`src/rtl/addsub_unit_if.sv`:
```
// Issue and CDB signal bundle for addsub_unit; cdb_ovf exists only when ADDSUB_OVF_EN is defined.
interface addsub_unit_if #(
    parameter int WIDTH = 32,
    parameter int TAG_W = 4
);
    logic             in_valid;
    logic             in_ready;
    logic             in_op;
    logic [WIDTH-1:0] in_a;
    logic [WIDTH-1:0] in_b;
    logic [TAG_W-1:0] in_tag;
    logic             cdb_req;
    logic             cdb_grant;
    logic [WIDTH-1:0] cdb_data;
    logic [TAG_W-1:0] cdb_tag;
    logic             busy;
`ifdef ADDSUB_OVF_EN
    logic             cdb_ovf;
`endif

    modport master (
        output in_valid, in_op, in_a, in_b, in_tag, cdb_grant,
`ifdef ADDSUB_OVF_EN
        input  cdb_ovf,
`endif
        input  in_ready, cdb_req, cdb_data, cdb_tag, busy
    );

    modport slave (
        input  in_valid, in_op, in_a, in_b, in_tag, cdb_grant,
`ifdef ADDSUB_OVF_EN
        output cdb_ovf,
`endif
        output in_ready, cdb_req, cdb_data, cdb_tag, busy
    );
endinterface

```
`src/rtl/addsub_unit.sv`:
```
// Add/subtract execution unit: one execute stage feeding a DEPTH-entry FIFO toward the CDB.
// Optional macro ADDSUB_OVF_EN adds a per-entry signed-overflow flag on cdb_ovf.
module addsub_unit #(
    parameter int WIDTH = 32,
    parameter int TAG_W = 4,
    parameter int DEPTH = 2
) (
    input  logic         clk,
    input  logic         RST,
    addsub_unit_if.slave io
);
    localparam int PTR_W = (DEPTH > 1) ? $clog2(DEPTH) : 1;
    localparam int CNT_W = $clog2(DEPTH + 1);
    localparam logic [PTR_W-1:0] LAST_PTR  = PTR_W'(DEPTH - 1);
    localparam logic [CNT_W:0]   DEPTH_SUM = (CNT_W + 1)'(DEPTH);

    logic             r_ex_valid;
    logic             r_ex_op;
    logic [WIDTH-1:0] r_ex_a;
    logic [WIDTH-1:0] r_ex_b;
    logic [TAG_W-1:0] r_ex_tag;

    logic [WIDTH-1:0] r_mem_data [DEPTH];
    logic [TAG_W-1:0] r_mem_tag  [DEPTH];
`ifdef ADDSUB_OVF_EN
    logic             r_mem_ovf  [DEPTH];
    logic             w_ovf;
`endif
    logic [PTR_W-1:0] r_wr_ptr;
    logic [PTR_W-1:0] r_rd_ptr;
    logic [CNT_W-1:0] r_count;

    logic [WIDTH-1:0] w_b_eff;
    logic [WIDTH-1:0] w_result;
    logic [CNT_W:0]   w_total;
    logic             w_req;
    logic             w_pop;
    logic             w_push;
    logic             w_accept;

    function automatic logic [PTR_W-1:0] ptr_inc(input logic [PTR_W-1:0] p);
        return (p == LAST_PTR) ? '0 : p + PTR_W'(1);
    endfunction

    // Subtract is a + ~b + 1, so the carry-in is simply the op bit.
    always_comb begin
        w_b_eff  = r_ex_op ? ~r_ex_b : r_ex_b;
        w_result = r_ex_a + w_b_eff + {{(WIDTH-1){1'b0}}, r_ex_op};
    end

`ifdef ADDSUB_OVF_EN
    always_comb begin
        w_ovf = (r_ex_a[WIDTH-1] == w_b_eff[WIDTH-1]) &&
                (w_result[WIDTH-1] != r_ex_a[WIDTH-1]);
    end
`endif

    // Occupancy never exceeds DEPTH, so the execute register can always drain into the buffer.
    always_comb begin
        w_req    = (r_count != '0);
        w_pop    = w_req && io.cdb_grant;
        w_push   = r_ex_valid;
        w_total  = {1'b0, r_count} + {{CNT_W{1'b0}}, r_ex_valid};
        io.in_ready = (w_total < DEPTH_SUM) || ((w_total == DEPTH_SUM) && w_pop);
        w_accept = io.in_valid && io.in_ready;
    end

    always_ff @(posedge clk) begin
        if (RST) begin
            r_ex_valid <= 1'b0;
            r_wr_ptr   <= '0;
            r_rd_ptr   <= '0;
            r_count    <= '0;
        end else begin
            r_ex_valid <= w_accept;
            if (w_push) begin
                r_wr_ptr <= ptr_inc(r_wr_ptr);
            end
            if (w_pop) begin
                r_rd_ptr <= ptr_inc(r_rd_ptr);
            end
            case ({w_push, w_pop})
                2'b10:   r_count <= r_count + CNT_W'(1);
                2'b01:   r_count <= r_count - CNT_W'(1);
                default: r_count <= r_count;
            endcase
        end
    end

    // Payload registers need no reset; they are only observed behind valid/count.
    always_ff @(posedge clk) begin
        if (w_accept) begin
            r_ex_op  <= io.in_op;
            r_ex_a   <= io.in_a;
            r_ex_b   <= io.in_b;
            r_ex_tag <= io.in_tag;
        end
        if (w_push) begin
            r_mem_data[r_wr_ptr] <= w_result;
            r_mem_tag[r_wr_ptr]  <= r_ex_tag;
`ifdef ADDSUB_OVF_EN
            r_mem_ovf[r_wr_ptr]  <= w_ovf;
`endif
        end
    end

    always_comb begin
        io.cdb_req  = w_req;
        io.cdb_data = w_req ? r_mem_data[r_rd_ptr] : '0;
        io.cdb_tag  = w_req ? r_mem_tag[r_rd_ptr]  : '0;
        io.busy     = r_ex_valid || w_req;
`ifdef ADDSUB_OVF_EN
        io.cdb_ovf  = w_req ? r_mem_ovf[r_rd_ptr] : 1'b0;
`endif
    end
endmodule

```
`src/flat_wrapper.sv`:
```
// flat-port wrapper written by rule: the top's interface ports become plain ports
module addsub_unit_flat 
#(
    parameter int WIDTH = 32,
    parameter int TAG_W = 4,
    parameter int DEPTH = 2
)
  (clk, RST, io_in_valid, io_in_op, io_in_a, io_in_b, io_in_tag, io_cdb_grant, io_in_ready, io_cdb_req, io_cdb_data, io_cdb_tag, io_busy);
  addsub_unit_if #(.WIDTH(WIDTH), .TAG_W(TAG_W)) io_i ();
  input  logic clk;
  input  logic RST;
  input wire logic [$bits(io_i.in_valid)-1:0] io_in_valid;
  input wire logic [$bits(io_i.in_op)-1:0] io_in_op;
  input wire logic [$bits(io_i.in_a)-1:0] io_in_a;
  input wire logic [$bits(io_i.in_b)-1:0] io_in_b;
  input wire logic [$bits(io_i.in_tag)-1:0] io_in_tag;
  input wire logic [$bits(io_i.cdb_grant)-1:0] io_cdb_grant;
  output wire logic [$bits(io_i.in_ready)-1:0] io_in_ready;
  output wire logic [$bits(io_i.cdb_req)-1:0] io_cdb_req;
  output wire logic [$bits(io_i.cdb_data)-1:0] io_cdb_data;
  output wire logic [$bits(io_i.cdb_tag)-1:0] io_cdb_tag;
  output wire logic [$bits(io_i.busy)-1:0] io_busy;
  assign io_i.in_valid = io_in_valid;
  assign io_i.in_op = io_in_op;
  assign io_i.in_a = io_in_a;
  assign io_i.in_b = io_in_b;
  assign io_i.in_tag = io_in_tag;
  assign io_i.cdb_grant = io_cdb_grant;
  assign io_in_ready = io_i.in_ready;
  assign io_cdb_req = io_i.cdb_req;
  assign io_cdb_data = io_i.cdb_data;
  assign io_cdb_tag = io_i.cdb_tag;
  assign io_busy = io_i.busy;
  addsub_unit #(.WIDTH(WIDTH), .TAG_W(TAG_W), .DEPTH(DEPTH)) u_core (.clk(clk), .RST(RST), .io(io_i));
endmodule
```
`config.mk`:
```
export PLATFORM = sky130hd
export DESIGN_NAME = addsub_unit_flat
export DESIGN_NICKNAME = d
export VERILOG_FILES = /design/src/rtl/addsub_unit_if.sv /design/src/rtl/addsub_unit.sv /design/src/flat_wrapper.sv
export SDC_FILE = /design/constraint.sdc
export NUM_CORES = 1
export LEC_CHECK = 0
export CELL_PAD_IN_SITES_DETAIL_PLACEMENT = 1
export CELL_PAD_IN_SITES_GLOBAL_PLACEMENT = 1
export CORE_UTILIZATION = 40
export CTS_CLUSTER_SIZE = 10
export DETAILED_ROUTE_END_ITERATION = 7
export GPL_TIMING_DRIVEN = 1
export HOLD_SLACK_MARGIN = 0.03
export PLACE_DENSITY = 0.81
export SYNTH_ARGS = -nofsm -noshare
export SYNTH_HDL_FRONTEND = slang
export SYNTH_SLANG_ARGS = --single-unit
```
`constraint.sdc`:
```
create_clock -name clk -period 3 [get_ports clk]
set_input_delay 0.6 -clock clk [delete_from_list [all_inputs] [get_ports clk]]
set_output_delay 0.6 -clock clk [all_outputs]
set_load 0.02 [all_outputs]
```
==> flow_summary.yaml, run 1 <==
status:
  status: "finished, violations left"
  failed_checks: "setup timing"
setup_path:
  cp_cell_sequence: "buf_4, xor2_1, ha_1, nor2b_2, o21ai_2, nand2b_1, a41o_1, a311oi_4, buf_4, o21ai_0, a21oi_1, xnor2_1"
  crit_family: "compound AO/OA/AOI/OAI gates"
  max_stage_delay_ps: 430
  reg2reg_slack_ps: -50
  crit-reg2reg-capture: "u_core.r_mem_data[0][18]$_DFFE_PP_"
  timing.rr.start: "u_core.r_ex_op$_DFFE_PP_"
  worstSetupStartpointType: "register"
  worstPathArrival_ps: 3210
  crit_start: "u_core.r_ex_op$_DFFE_PP_"
  reg2reg_depth: 12
  path_max_fanout: 4
  worst_path_most_repeated_cell: "buf_4"
  crit_path_end: "u_core.r_mem_data[0][18]$_DFFE_PP_"
  cp_slowest_cell: "edfxtp_1"
  cp.depth: 12
  path_class: "reg2reg"
  end_kind: "register"
  cp_data_required_time_ps: 3160
  critPathBufInv: 2
global_route:
  grt_usage_pct: 18.7
  grt_max_degree: 71
  grt.overflow.total: 0
  antenna_found_initial: 0
  first_global_vias: 4884
  grt_pass1_wl_um: 25500
finish:
  stdcell_area_sq_mm: 0.00944
  syn_to_final_growth_pct: 33.4
  drive_above_1_share_pct: 15.0
  instances_no_fill: 920
  final_util_pct: 54.6
  n_antenna_cell: 0
  nNetsFinal: 794
synth:
  synthSimpleGateAreaFrac_pct: 7.28
  synth_edf_count: 141
  synth_seq_area_share_pct: 61.5
  synth_top_family_by_area: "compound AO/OA/AOI/OAI gates"
  yosys.area_share.adder_pct: 6.82
  synth_ff_type: "edfxtp_1"
  synth.mux.area_fraction_pct: 5.23
  synth_compound_area_share_pct: 9.25
  synth.distinct_cells: 49
  synth_xor_area_share_pct: 8.17
  async_reset_ff_share_pct: 0
  syn_area_sq_mm: 0.00708
  ys_seq_elements: 147
  syn_nets: 641
  avgSynthCellArea_sq_um: 13.4
  ys_warn_count: 0
  synthCells: 530
die:
  die_w_um: 135
  pin_count: 112
  initial_core_util_pct: 40.9
  core_area_sq_mm: 0.0173
  die_area_sq_mm: 0.0182
  num_rows: 48
  dieHeight_um: 135
clock_network:
  clockBufferDepth: 2
  cts_root_buf: "clkbuf_16"
  cts_made_buffers: 17
  htree_levels: 4
  cts_tree: "yes"
  clkTransAtPathRegs_ps: 60
  cts_sinks: 147
  clock_latency_ps: 430
job:
  cap_violations: 0
drt:
  routed_wl_um: 16900
  highest_layer: "met4"
  postRouteAntennaNets: 0
  wl_met2_um: 8760
  wire_per_inst_um: 18.4
  wl_met3_um: 573
  vias: 4694
  first_pass_iters: 4
  drc_errors: 0
  drt-initial-drc-count: 231
  avgViaCountPerCell: 5.10
  m1WireLength_um: 7300
pwr:
  ir_drop_uv: 475
  design_power_total_mw: 9.32
  leakage_nw: 3.45
  powerDensity_mw_per_mm2: 988
placed_design:
  place_ws_ps: -95.8
  hpwl_um: 12100
  port_buffers: 111
  dpl_cell_area_sq_mm: 0.00866
  gp_congestion: 0.860
  place_inst: 879
timing:
  final_hold_viol_count: 0
  setup_violations: 6
  finalMaxSlewViolations: 0
  fin_crit_sh_pct: 102
  worst_slack_ps: -47.0
  fin_worst_skew_ps: 9.75
  fmaxAchievable_mhz: 328
  finalCriticalPeriod_ps: 3050
  tightest_slew_ps: 923
  fin_setup_tns_ps: -105
  fin_hold_ws_ps: 455
  rsz0062_at_grt: "yes"
  relSlewSlack_pct: 38.5
min_path:
  min_path_type: "reg2reg"
==> cell usage in the layout (no fill, tap or decap), types with 7 or more instances in the layout <==
master / instances
inv_1: 15
buf_4: 37
xnor2_1: 27
xor2_1: 37
nor2_1: 58
edfxtp_1: 141
o21ai_0: 11
clkbuf_16: 17
nand2_1: 16
nand3_1: 7
a21oi_1: 27
ha_1: 34
nand4_1: 8
mux2i_1: 36
clkdlybuf4s50_1: 111
a21o_1: 14
==> where the power goes <==
group	internal (mW)	switching (mW)
combinational	1.83	2.33
sequential	2.90	0.177
clock	1.29	0.788
==> worst min-delay path by stage <==
stage,start,to,depth (start not counted)
6_report,u_core.r_ex_tag[1]$_DFFE_PP_,u_core.r_mem_tag[1][1]$_DFFE_PP_,0
5_1_grt,u_core.r_ex_tag[1]$_DFFE_PP_,u_core.r_mem_tag[0][1]$_DFFE_PP_,0
4_1_cts,u_core.r_ex_tag[1]$_DFFE_PP_,u_core.r_mem_tag[1][1]$_DFFE_PP_,0
3_5_place_dp,u_core.r_ex_tag[0]$_DFFE_PP_,u_core.r_mem_tag[0][0]$_DFFE_PP_,0
3_3_place_gp,u_core.r_ex_tag[3]$_DFFE_PP_,u_core.r_mem_tag[0][3]$_DFFE_PP_,0
2_1_floorplan,u_core.r_ex_tag[0]$_DFFE_PP_,u_core.r_mem_tag[0][0]$_DFFE_PP_,0
==> cell families (layout without fill, tap and decap cells) <==
group | count (synthesis) | count (layout)
mux | 37 | 37
flops | 147 | 147
simple gates | 114 | 114
xor+xnor | 66 | 66
compound gates | 96 | 96
buf+inv | 32 | 197
fa+ha+maj | 38 | 38
==> final cells by class <==
cell class / count / area (sq um)
fill: 1753 / 7860
sequential: 147 / 4360
multi-input combinational: 351 / 2730
timing repair buffer: 151 / 1440
clock buffer: 20 / 437
tap: 225 / 282
clock inverter: 11 / 136
inverter: 15 / 56.3
==> registers in the layout (all words and copies together) (netlist names), named ones only <==
register and cells:
u_core.r_wr_ptr 1, u_core.r_count 2, u_core.r_ex_op 1, u_core.r_mem_data 64
u_core.r_ex_tag 4, u_core.r_ex_b 32, u_core.r_mem_tag 8, u_core.r_rd_ptr 1
u_core.r_ex_a 32, u_core.r_ex_valid 1
==> layer usage <==
layer / up-vias / GRT usage (%)
met3: 21 / 4.09
met2: 104 / 32.7
met5: - / 0
met4: 0 / 6.68
met1: 2308 / 22.7
li1: 2261 / -
==> timing repair <==
item / CTS / global route
pin swaps: 1 / 12
buffers inserted: 0 / 10
hold buffers: 0 / 0
gates resized for setup: 8 / 23
setup endpoints to repair: 16 / 22
==> synthesized netlist by cell type, types with 3 or more instances <==
master    number  area (sq um)
and2_1         6          37.5
nor2_1        61           229
o21ai_0       14          70.1
ha_1          37           463
nor2b_1        6          37.5
mux2i_1       37           370
a21o_1        14           105
dfxtp_1        6           120
clkbuf_1       9          33.8
nand3_1        7          35.0
xor2_1        39           342
o21bai_1       3          22.5
edfxtp_1     141          4230
inv_1         15          56.3
nand4_1        8          50.1
a31o_2         3          26.3
a21oi_1       31           155
a31oi_1        4          25.0
buf_1          7          26.3
o21a_1         4          30.0
nand2_1       16          60.1
xnor2_1       27           236
No activity file was read; power rests on OpenSTA's default activity.
==> inputs of run 2 (changes only) <==
==> constraint.sdc (replaced) <==
create_clock -name clk -period 3 [get_ports clk]
set_input_delay 0.3 -clock clk [delete_from_list [all_inputs] [get_ports clk]]
set_output_delay 0.3 -clock clk [all_outputs]
set_load 0.02 [all_outputs]
==> flow_summary.yaml, run 2 (synthesized netlist as in run 1, its figures left out) <==
global_route:
  grt_pass1_wl_um: 26200
  grt_usage_pct: 19.4
  grt_use_met2_pct: 33.8
  grt_max_degree: 71
  use_met3_pct: 5.11
  use_met1_pct: 22.6
  antenna_found_initial: 0
  first_global_vias: 5081
  grt.overflow.total: 0
  busiest_layer: "met2"
setup_path:
  worstSetupStartpointType: "register"
  worstPathArrival_ps: 3230
  max_stage_delay_ps: 440
  cp.depth: 12
  end_kind: "register"
  crit_family: "compound AO/OA/AOI/OAI gates"
  cp_data_required_time_ps: 3220
  reg2reg_depth: 12
  cp_cell_sequence: "buf_12, xor2_1, ha_1, and2_1, o21ai_2, nand2b_1, a41o_1, a311oi_4, buf_4, o21ai_0, a21oi_1, xnor2_1"
  path_class: "reg2reg"
  critPathBufInv: 2
  path_max_fanout: 17
  cp_slowest_cell: "edfxtp_1"
timing:
  finalMaxSlewViolations: 0
  fin_crit_sh_pct: 100
  setup_violations: 2
  tightest_slew_ps: 928
  finalCriticalPeriod_ps: 3010
  fmaxAchievable_mhz: 332
  relSlewSlack_pct: 38.1
  worst_slack_ps: -10.2
  fin_worst_skew_ps: 7.06
  rsz0062_at_grt: "yes"
  final_hold_viol_count: 0
finish:
  largest_reg_flops: 64
  drive_above_1_share_pct: 14.3
  most-common-layout-cells: "edfxtp_1 (141), clkdlybuf4s50_1 (111), nor2_1 (58)"
  final_util_pct: 54.8
  nNetsFinal: 793
  largest_register: "u_core.r_mem_data"
  n_antenna_cell: 0
  final_common_cell: "edfxtp_1"
  syn_to_final_growth_pct: 33.9
  top_regs: "u_core.r_mem_data (64), u_core.r_ex_a (32), u_core.r_ex_b (32)"
pwr:
  sw_frac_of_total_pct: 34.8
  leakage_nw: 3.47
  p_sw_mw: 3.30
  powerDensity_mw_per_mm2: 1000
  ir_drop_uv: 500
  combinationalPowerShare_pct: 43.9
  power_frac_seq_pct: 32.4
  clockPowerShare_pct: 23.7
  p_int_mw: 6.19
placed_design:
  port_buffers: 111
  gp_congestion: 0.858
  hpwl_um: 12300
  place_ws_ps: -101
drt:
  avgViaCountPerCell: 5.12
  drc_errors: 0
  postRouteAntennaNets: 0
  routed_wl_um: 17100
  wire_per_inst_um: 18.6
  drt-initial-drc-count: 231
  vias: 4706
  first_pass_iters: 4
die:
  num_rows: 48
  die_w_um: 135
  initial_core_util_pct: 40.9
  die_area_sq_mm: 0.0182
  core_area_sq_mm: 0.0173
  pin_count: 112
  dieHeight_um: 135
status:
  failed_checks: "setup timing"
  status: "finished, violations left"
clock_network:
  cts_made_buffers: 17
  clkTransAtPathRegs_ps: 60
  htree_levels: 4
  cts_sinks: 147
  clock_latency_ps: 430
  holdBufCountCts: 0
  cts_root_buf: "clkbuf_16"
  clockBufferDepth: 2
  cts_tree: "yes"
min_path:
  min_path_type: "in2reg"
  whs_path_depth: 1
job:
  cap_violations: 0
## run 2: per-layer routing
| metal | up-vias | share of wire, % |
|---|---|---|
| met2 | 130 | 51 |
| met4 | 0 | 2.3 |
| met5 | - | 0 |
| met1 | 2284 | 41 |
| met3 | 38 | 5.0 |
| li1 | 2254 | - |
## run 2: worst paths after layout
check / startpoint / to / slack [ps]
hold reg to reg: u_core.r_ex_tag[3]$_DFFE_PP_ / u_core.r_mem_tag[1][3]$_DFFE_PP_ / 450
hold / removal: io_in_a[31] / u_core.r_ex_a[31]$_DFFE_PP_ / 420
setup / recovery: u_core.r_ex_op$_DFFE_PP_ / u_core.r_mem_data[0][18]$_DFFE_PP_ / -10
setup reg to reg: u_core.r_ex_op$_DFFE_PP_ / u_core.r_mem_data[0][18]$_DFFE_PP_ / -10
## run 2: what timing repair did
action | in CTS | in global routing
resized for setup | 10 | 20
pin swaps | 3 | 9
setup buffers | 2 | 7
endpoints found under the hold margin | 0 | 0
setup endpoints to repair | 16 | 22
## run 2: cell type report
type,instances,area [sq um]
Clock buffer,20,437
Clock inverter,11,185
Fill cell,1724,7820
Inverter,15,56.3
Multi-Input combinational cell,351,2730
Sequential cell,147,4360
Tap cell,225,282
Timing Repair Buffer,150,1430
## run 2: worst reg2reg max path, delay by kind of cell, from the launching register on
family,cells,cell delay [ps]
buffers and inverters,2,370
AOI/OAI and AO/OA,5,950
adders and majority gates,1,330
xor gates and xnor gates,2,390
DFF,1,440
and+or+nand+nor,2,330
## run 2: power by group through the flow
stage               logic (mW)  registers (mW)  clock network [mW]
global placement          3.74            3.09                   0
detailed placement        3.92            3.12                   0
finish                    4.17            3.07                2.25
CTS                       4.01            3.08                2.29
global route              4.48            3.11                2.38
floorplan                 2.46            3.03                   0
## run 2: per-stage QoR
stage                     cells  hold WS [ps]  TNS, ps  total power [mW]  area, sq um
after floorplan             530           369    -42.3              5.49         7080
after global placement      879           424    -20.5              6.83         8660
after detailed placement    879           445     -356              7.03         8660
after CTS                   912           409    -14.8              9.39         9340
after global routing        919           407     -919              9.96         9480
final                       919           424    -18.6              9.50         9480
==> inputs of run 3 (changes only) <==
CAP_MARGIN = 40   (was not set)
==> flow_summary.yaml, run 3 (synthesized netlist as in run 1, its figures left out) <==
finish:
  n_antenna_cell: 0
  largest_register: "u_core.r_mem_data"
  final_common_cell: "edfxtp_1"
  syn_to_final_growth_pct: 34.2
  nNetsFinal: 794
  num-fill-cells: 1722
  drive_above_1_share_pct: 14.4
  top_regs: "u_core.r_mem_data (64), u_core.r_ex_a (32), u_core.r_ex_b (32)"
  largest_reg_flops: 64
  most-common-layout-cells: "edfxtp_1 (141), clkdlybuf4s50_1 (111), nor2_1 (58)"
drt:
  drc_errors: 0
  routed_wl_um: 17100
  postRouteAntennaNets: 0
  drt-initial-drc-count: 223
  avgViaCountPerCell: 5.13
  first_pass_iters: 4
  vias: 4715
  wire_per_inst_um: 18.6
timing:
  finalCriticalPeriod_ps: 3000
  worst_slack_ps: 3.04
  final_hold_viol_count: 0
  rsz0062_at_grt: "yes"
  finalMaxSlewViolations: 0
  setup_violations: 0
  fmaxAchievable_mhz: 334
  tightest_slew_ps: 496
  fin_hold_ws_ps: 420
  relSlewSlack_pct: 66.9
  fin_crit_sh_pct: 99.9
  fin_worst_skew_ps: 7.63
setup_path:
  path_class: "reg2reg"
  timing.rr.start: "u_core.r_ex_op$_DFFE_PP_"
  worstPathArrival_ps: 3220
  path_max_fanout: 17
  worstSetupStartpointType: "register"
  end_kind: "register"
  cp_data_required_time_ps: 3220
  crit_start: "u_core.r_ex_op$_DFFE_PP_"
placed_design:
  gp_congestion: 0.858
  place_ws_ps: -101
  port_buffers: 111
  hpwl_um: 12300
min_path:
  hp-start: "io_in_a[2]"
  min_path_type: "in2reg"
die:
  die_area_sq_mm: 0.0182
  core_area_sq_mm: 0.0173
  initial_core_util_pct: 40.9
  pin_count: 112
  num_rows: 48
  die_w_um: 135
  dieHeight_um: 135
global_route:
  grt_max_degree: 71
  antenna_found_initial: 0
  grt_pass1_wl_um: 26200
  grt_usage_pct: 19.4
  grt.overflow.total: 0
  first_global_vias: 5081
pwr:
  leakage_nw: 3.48
  design_power_total_mw: 9.50
  powerDensity_mw_per_mm2: 1000
  ir_drop_uv: 501
clock_network:
  cts_sinks: 147
  cts_tree: "yes"
  cts_root_buf: "clkbuf_16"
  cts_made_buffers: 17
  htree_levels: 4
  clockBufferDepth: 2
  holdBufCountCts: 0
  clkTransAtPathRegs_ps: 60
  clock_latency_ps: 430
status:
  status: "completed"
job:
  cap_violations: 0
==> run 3: cell types whose count changed in the layout (fill, tap and decap cells not counted), sizes merged <==
cell,change
buf,+1
==> run 3: routing by layer <==
layer | GRT usage (%) | vias up | share of wire, %
met5 | 0 | - | 0
met4 | 7.68 | 0 | 2.4
met3 | 5.11 | 40 | 4.1
met2 | 33.8 | 125 | 52
met1 | 22.6 | 2295 | 42
li1 | - | 2255 | -
==> run 3: power breakdown <==
group          switching [mW]  leakage (nW)  internal [mW]
combinational            2.34          1.80           1.83
clock                   0.795         0.293           1.46
sequential              0.171          1.38           2.90
total                    3.30          3.48           6.20
==> run 3: stage by stage <==
stage | instances | instance area [sq um] | TNS [ps] | util, %
global placement | 879 | 8660 | -20.5 | 50.0
global route | 920 | 9500 | -919 | 54.9
CTS | 912 | 9340 | -14.8 | 54.0
detailed placement | 879 | 8660 | -356 | 50.0
finish | 920 | 9500 | 0 | 54.9
floorplan | 530 | 7080 | -42.3 | -
==> run 3: area by class of cell <==
class | instances | area [sq um] | area share [%]
sequential | 147 | 4360 | 45.9
multi-input combinational | 351 | 2730 | 28.8
timing repair buffer | 151 | 1450 | 15.3
clock buffer | 20 | 437 | 4.60
tap | 225 | 282 | 2.96
clock inverter | 11 | 185 | 1.95
inverter | 15 | 56.3 | 0.593
==> run 3: final timing paths <==
kind	to	slack, ps	cells after the start
max	u_core.r_mem_data[0][18]$_DFFE_PP_	3	12
min	u_core.r_ex_a[2]$_DFFE_PP_	420	1
max reg2reg	u_core.r_mem_data[0][18]$_DFFE_PP_	3	12
min reg2reg	u_core.r_mem_tag[1][3]$_DFFE_PP_	450	0
==> run 3: worst max-delay path, cell delays in order (launching register included) <==
cell and delay [ps]:
edfxtp_1 440, buf_12 190, xor2_1 170, ha_1 330, and2_1 230, o21ai_2 90
nand2b_1 100, a41o_1 280, a311oi_4 290, buf_4 170, o21ai_0 80, a21oi_1 200
xnor2_1 210
==> run 3: timing repair <==
item / 4_1_cts / 5_1_grt
setup buffers: 2 / 7
pin swaps: 3 / 9
endpoints found under the setup margin: 16 / 22
gates resized for setup: 10 / 20
